--- src/rtl/rect_rasterizer_pkg.sv ---
// Shared types and constants for the rectangle rasterizer.
// Framebuffer geometry, command bundle and scan FSM states.
package rect_rasterizer_pkg;

    localparam int COOR_WIDTH = 12;
    localparam int FB_W       = 1280;
    localparam int FB_H       = 300;
    localparam int EXT_W      = COOR_WIDTH + 1;

    typedef struct packed {
        logic [COOR_WIDTH-1:0] x;
        logic [COOR_WIDTH-1:0] y;
        logic [COOR_WIDTH-1:0] w;
        logic [COOR_WIDTH-1:0] h;
        logic [1:0]            palette;
        logic                  outline;
    } rect_cmd_t;

    typedef enum logic [1:0] {
        IDLE,
        LOAD,
        DRAW
    } rast_state_e;

    // Exclusive end coordinate, clipped to the framebuffer edge.
    function automatic logic [EXT_W-1:0] clip_end(
        input logic [COOR_WIDTH-1:0] org,
        input logic [COOR_WIDTH-1:0] len,
        input int                    lim
    );
        logic [EXT_W-1:0] sum;
        logic [EXT_W-1:0] cap;
        sum = {1'b0, org} + {1'b0, len};
        cap = EXT_W'(lim);
        return (sum > cap) ? cap : sum;
    endfunction

endpackage

--- src/rtl/rect_cmd_fifo.sv ---
// Synchronous FIFO of rectangle commands.
// Pointers carry one wrap bit to tell full from empty.
module rect_cmd_fifo
    import rect_rasterizer_pkg::*;
#(
    parameter int DEPTH = 4
) (
    input  logic      clk,
    input  logic      rst_n,
    input  logic      push,
    input  rect_cmd_t din,
    input  logic      pop,
    output rect_cmd_t dout,
    output logic      full,
    output logic      empty
);

    localparam int AW = $clog2(DEPTH);

    rect_cmd_t      mem [DEPTH];
    logic [AW:0]    wr_ptr;
    logic [AW:0]    rd_ptr;
    logic           do_push;
    logic           do_pop;

    assign empty   = (wr_ptr == rd_ptr);
    assign full    = (wr_ptr[AW] != rd_ptr[AW]) &&
                     (wr_ptr[AW-1:0] == rd_ptr[AW-1:0]);
    assign do_pop  = pop && !empty;
    assign do_push = push && (!full || do_pop);
    assign dout    = mem[rd_ptr[AW-1:0]];

    always_ff @(posedge clk) begin
        if (do_push) begin
            mem[wr_ptr[AW-1:0]] <= din;
        end
    end

    always_ff @(posedge clk or negedge rst_n) begin
        if (!rst_n) begin
            wr_ptr <= '0;
            rd_ptr <= '0;
        end else begin
            if (do_push) begin
                wr_ptr <= wr_ptr + 1'b1;
            end
            if (do_pop) begin
                rd_ptr <= rd_ptr + 1'b1;
            end
        end
    end

endmodule

--- src/rtl/rect_rasterizer.sv ---
// Row-major rectangle scan feeding the framebuffer write port.
// Define OUTLINE_EN to honour cmd_outline (border-only drawing).
module rect_rasterizer
    import rect_rasterizer_pkg::*;
#(
    parameter int COOR_WIDTH = rect_rasterizer_pkg::COOR_WIDTH,
    parameter int FB_W       = rect_rasterizer_pkg::FB_W,
    parameter int FB_H       = rect_rasterizer_pkg::FB_H,
    parameter int CMD_DEPTH  = 4
) (
    input  logic                  clk_33m,
    input  logic                  rst_n,
    input  logic                  rst_screen_33m,
    input  logic                  cmd_valid,
    output logic                  cmd_ready,
    input  logic [COOR_WIDTH-1:0] cmd_x,
    input  logic [COOR_WIDTH-1:0] cmd_y,
    input  logic [COOR_WIDTH-1:0] cmd_w,
    input  logic [COOR_WIDTH-1:0] cmd_h,
    input  logic [1:0]            cmd_palette,
    input  logic                  cmd_outline,
    output logic [COOR_WIDTH-1:0] write_x,
    output logic [COOR_WIDTH-1:0] write_y,
    output logic [1:0]            write_palette,
    output logic                  busy,
    output logic                  frame_start
);

    localparam int EW = COOR_WIDTH + 1;

    rect_cmd_t             cmd_in;
    rect_cmd_t             head;
    rect_cmd_t             cur;
    rast_state_e           state_q;
    rast_state_e           state_d;
    logic                  fifo_full;
    logic                  fifo_empty;
    logic                  push;
    logic                  pop;
    logic                  stall;
    logic                  reject;
    logic                  row_end;
    logic                  last_row;
    logic [COOR_WIDTH-1:0] cx;
    logic [COOR_WIDTH-1:0] cy;
    logic [EW-1:0]         x_end;
    logic [EW-1:0]         y_end;
    logic [1:0]            pix_pal;
    logic                  rs_q;

    assign cmd_in = '{
        x:       cmd_x,
        y:       cmd_y,
        w:       cmd_w,
        h:       cmd_h,
        palette: cmd_palette,
        outline: cmd_outline
    };

    assign stall     = rst_screen_33m;
    assign cmd_ready = !fifo_full;
    assign push      = cmd_valid && cmd_ready;
    assign pop       = (state_q == IDLE) && !fifo_empty && !stall;
    assign busy      = !fifo_empty || (state_q != IDLE);

    rect_cmd_fifo #(
        .DEPTH (CMD_DEPTH)
    ) u_fifo (
        .clk   (clk_33m),
        .rst_n (rst_n),
        .push  (push),
        .din   (cmd_in),
        .pop   (pop),
        .dout  (head),
        .full  (fifo_full),
        .empty (fifo_empty)
    );

    assign reject = (cur.w == '0) || (cur.h == '0) ||
                    ({1'b0, cur.x} >= EW'(FB_W)) ||
                    ({1'b0, cur.y} >= EW'(FB_H)) ||
                    (cur.palette == 2'b00);

    assign row_end  = (({1'b0, cx} + 1'b1) == x_end);
    assign last_row = (({1'b0, cy} + 1'b1) == y_end);

`ifdef OUTLINE_EN
    logic border;
    assign border  = (cx == cur.x) || row_end ||
                     (cy == cur.y) || last_row;
    assign pix_pal = (cur.outline && !border) ? 2'b00 : cur.palette;
`else
    logic unused_outline;
    assign unused_outline = cur.outline;
    assign pix_pal        = cur.palette;
`endif

    always_ff @(posedge clk_33m or negedge rst_n) begin
        if (!rst_n) begin
            state_q <= IDLE;
        end else begin
            state_q <= state_d;
        end
    end

    // The swap window freezes every state, including IDLE.
    always_comb begin
        state_d = state_q;
        if (!stall) begin
            unique case (state_q)
                IDLE:    if (!fifo_empty) state_d = LOAD;
                LOAD:    state_d = reject ? IDLE : DRAW;
                DRAW:    if (row_end && last_row) state_d = IDLE;
                default: state_d = IDLE;
            endcase
        end
    end

    always_ff @(posedge clk_33m or negedge rst_n) begin
        if (!rst_n) begin
            cur   <= '0;
            cx    <= '0;
            cy    <= '0;
            x_end <= '0;
            y_end <= '0;
        end else if (!stall) begin
            unique case (state_q)
                IDLE: begin
                    if (pop) cur <= head;
                end
                LOAD: begin
                    x_end <= clip_end(cur.x, cur.w, FB_W);
                    y_end <= clip_end(cur.y, cur.h, FB_H);
                    cx    <= cur.x;
                    cy    <= cur.y;
                end
                DRAW: begin
                    if (row_end) begin
                        cx <= cur.x;
                        if (!last_row) cy <= cy + 1'b1;
                    end else begin
                        cx <= cx + 1'b1;
                    end
                end
                default: ;
            endcase
        end
    end

    always_ff @(posedge clk_33m or negedge rst_n) begin
        if (!rst_n) begin
            write_x       <= '0;
            write_y       <= '0;
            write_palette <= '0;
            rs_q          <= 1'b0;
            frame_start   <= 1'b0;
        end else begin
            rs_q        <= rst_screen_33m;
            frame_start <= rs_q && !rst_screen_33m;
            if ((state_q == DRAW) && !stall) begin
                write_x       <= cx;
                write_y       <= cy;
                write_palette <= pix_pal;
            end else begin
                write_palette <= '0;
            end
        end
    end

endmodule

--- config.mk ---
export PLATFORM = sky130hd
export DESIGN_NAME = rect_rasterizer
export DESIGN_NICKNAME = d
export VERILOG_FILES = /design/src/rtl/rect_rasterizer_pkg.sv /design/src/rtl/rect_cmd_fifo.sv /design/src/rtl/rect_rasterizer.sv
export SDC_FILE = /design/constraint.sdc
export NUM_CORES = 1
export LEC_CHECK = 0
export ABC_AREA = 1
export CAP_MARGIN = 20
export CORE_MARGIN = 1
export CORE_UTILIZATION = 30
export DETAILED_ROUTE_END_ITERATION = 12
export GPL_ROUTABILITY_DRIVEN = 1
export GPL_TIMING_DRIVEN = 0
export PLACE_DENSITY_LB_ADDON = 0.3
export SLEW_MARGIN = 5
export SYNTH_ARGS = -nofsm -noshare
export SYNTH_HDL_FRONTEND = slang
export SYNTH_HIERARCHICAL = 1
export SYNTH_SLANG_ARGS = --single-unit
--- constraint.sdc ---
create_clock -name clk_33m -period 13.2 [get_ports clk_33m]
set_clock_uncertainty 0.15 [all_clocks]
set_input_delay 1.32 -clock clk_33m [delete_from_list [all_inputs] [get_ports clk_33m]]
set_output_delay 1.32 -clock clk_33m [all_outputs]
set_load 0.1 [all_outputs]
==> PnR_summary.wiki <==
{| class="wikitable"
! Metric !! Value
|-
| Endpoint class of the critical path || output pin
|-
| Largest driver fanout on the critical path || 9
|-
| Final standard cell utilization of the core || 0.365
|-
| Detailed-route wire length || 40.0 mm
|-
| H-tree Lvls || 2
|-
| Lkg Pwr || 7.80 nW
|-
| Total nets after synthesis || 1701
|-
| Highest attainable clock frequency || 220 MHz
|-
| GP Congestion || 0.837
|-
| First-pass GRT wire length || 63.3 mm
|-
| Synthesis-to-layout area growth || 20.4%
|-
| Origin of the worst min-delay path || rs_q
|-
| Area taken by flip-flops and latches || 9410 sq um
|-
| Depth of the worst register-to-register path || 14
|-
| Category of the critical setup timing path || reg -> out
|-
| Crit path arrival time || 3080 ps
|-
| Hold violation count in the final report || 0
|-
| GRT Total Usage || 0.153
|-
| Highest ir drop seen on vdd || 0.000101 V
|-
| Insertion delay of the later-clocked pin in the worst-skew pair || 570 ps
|-
| Startpoint of the worst-slack reg-to-reg timing path || u_fifo/rd_ptr[1]
|-
| Setup-violating endpoint count in the final report || 0
|-
| Largest net degree at the start of global routing || 74
|-
| Critical path destination || busy
|-
| Setup repair after global routing missed its margin || false
|-
| Antenna-violating nets left || 0
|-
| Multi-input logic area || 5390 sq um
|-
| Number of design-rule violations left by the first detailed-router iteration || 787
|-
| Clock-pin slew of the registers on the worst-case setup and hold paths || 60 ps
|-
| Cell area after technology mapping || 15600 sq um
|-
| Vias after detailed routing || 11500
|-
| Die X || 230 um
|-
| Start point of the critical path || u_fifo/rd_ptr[1]
|-
| Net count of the finished layout || 1832
|-
| Area of the core region || 51300 sq um
|-
| Detailed-route wire length per cell || 16.3 um
|-
| Filler cell count in the final layout || 5162
|-
| Worst slew slack as a fraction of its limit || 0.313
|-
| Post-layout min period || 4550 ps
|-
| Hold buffer count at cts || 0
|-
| Root buf cell || clkbuf_16
|-
| Number of antenna violations at the first check in global routing || 0
|-
| Worst Path Required || 11730 ps
|-
| Count of buffers added by post-CTS timing repair for setup || 0
|-
| Quantity of gates resized following cts || 0
|-
| Status || complete, no violations
|-
| Clock buffers created by TritonCTS || 38
|-
| Max-cap violations || 0
|-
| Actual slew at the worst max-slew pin || 1030 ps
|-
| Share of final-layout standard cells stronger than drive strength 1 || 0.0717
|-
| Total Neg Setup Slack || 0 ps
|-
| CP Launch Type || flip-flop
|-
| Mean instance size in the synthesized netlist || 9.67 sq um
|-
| Final routed DRC violation total || 0
|-
| Critical R2R Capture || u_fifo/mem[3][45]
|-
| Initial cell density of the core || 0.303
|-
| Buffers on Ports || 82
|-
| Commonest non-fill, non-tap cell in the layout || nand2_1
|-
| Number of synthesis warnings || 6
|-
| Detailed-placement wirelength estimate || 28.7 mm
|-
| TritonCTS Sinks || 336
|-
| Classification of the worst-slack hold path || reg -> reg
|-
| Top library cells by usage in the layout, fill and taps aside || nand2_1 (434), edfxtp_1 (200), o21ai_0 (170)
|-
| Share of the cycle needed by the critical path after routing || 0.344
|-
| Max-slew violation total from the final report || 0
|-
| Area of the die || 52800 sq um
|-
| R2r setup slk || 9000 ps
|-
| Drt pass-1 iters || 5
|-
| Power density cells || 256 nW/um^2
|-
| Via density || 4.71
|-
| Standard-cell rows || 83
|-
| Die Span Y || 230 um
|-
| Number of global-route vias before repair || 11300
|-
| Total I/O pin count || 84
|-
| Total congestion overflow || 0
|-
| Clock tree from TritonCTS || yes
|-
| Antenna fix cells || 0
|-
| Cells after Synth || 1610
|-
| Maximum buffer depth of the clock tree || 3
|}
==> metrics by stage <==
step	setup slack, ps	hold slack, ps	total power, W	area [sq um]	std cells
after CTS	8620	309	0.00484	18700	2451
final	8650	308	0.00480	18700	2451
after floorplan	8030	284	0.00306	15600	1610
after detailed placement	8250	296	0.00374	17500	2381
after global routing	8500	355	0.00515	18700	2451
after global placement	4920	288	0.00370	17200	2372
==> critical path, stage by stage (launching register included) <==
cell and delay [ps]:
dfrtp_1 350, buf_2 250, inv_2 140, nand2_1 80, nand2_1 100, nand3_2 140
inv_1 140, nand2_1 160, clkdlybuf4s50_1 1150
==> power by group <==
part | switching (W) | internal (W)
clock network | 0.000435 | 0.000641
logic | 0.00146 | 0.000642
registers | 0.000185 | 0.00144
==> worst min-delay path by stage <==
stage / endpoint / cells after the start
after floorplan: frame_start / 2
after global placement: frame_start / 2
after detailed placement: frame_start / 2
after CTS: frame_start / 2
after global routing: frame_start / 2
final: frame_start / 2
==> routing by layer <==
metal | track usage | vias to the layer above | part of all wire
li1 | - | 5699 | -
met1 | 0.211 | 5520 | 0.47
met2 | 0.247 | 275 | 0.46
met3 | 0.0267 | 50 | 0.052
met4 | 0.0428 | 0 | 0.019
met5 | 0 | - | 0
==> area by class of cell <==
| class | instances | area share |
|---|---|---|
| Sequential cell | 336 | 0.502 |
| Multi-Input combinational cell | 1075 | 0.287 |
| Timing Repair Buffer | 91 | 0.0547 |
| Clock buffer | 49 | 0.0535 |
| Tap cell | 680 | 0.0454 |
| Inverter | 134 | 0.0268 |
| Buffer | 65 | 0.0159 |
| Clock inverter | 21 | 0.0144 |
==> state kept, by name, summed over array words and instances, names as in the netlist <==
| register | count |
|---|---|
| cy | 12 |
| x_end | 13 |
| cx | 12 |
| rs_q | 1 |
| u_fifo/mem | 200 |
| cur | 48 |
| write_x | 12 |
| u_fifo/rd_ptr | 3 |
| pix_pal | 2 |
| y_end | 13 |
| write_palette | 2 |
| frame_start | 1 |
| state_q | 2 |
| write_y | 12 |
| u_fifo/wr_ptr | 3 |
Note: power is estimated with default switching activity, not from simulation.
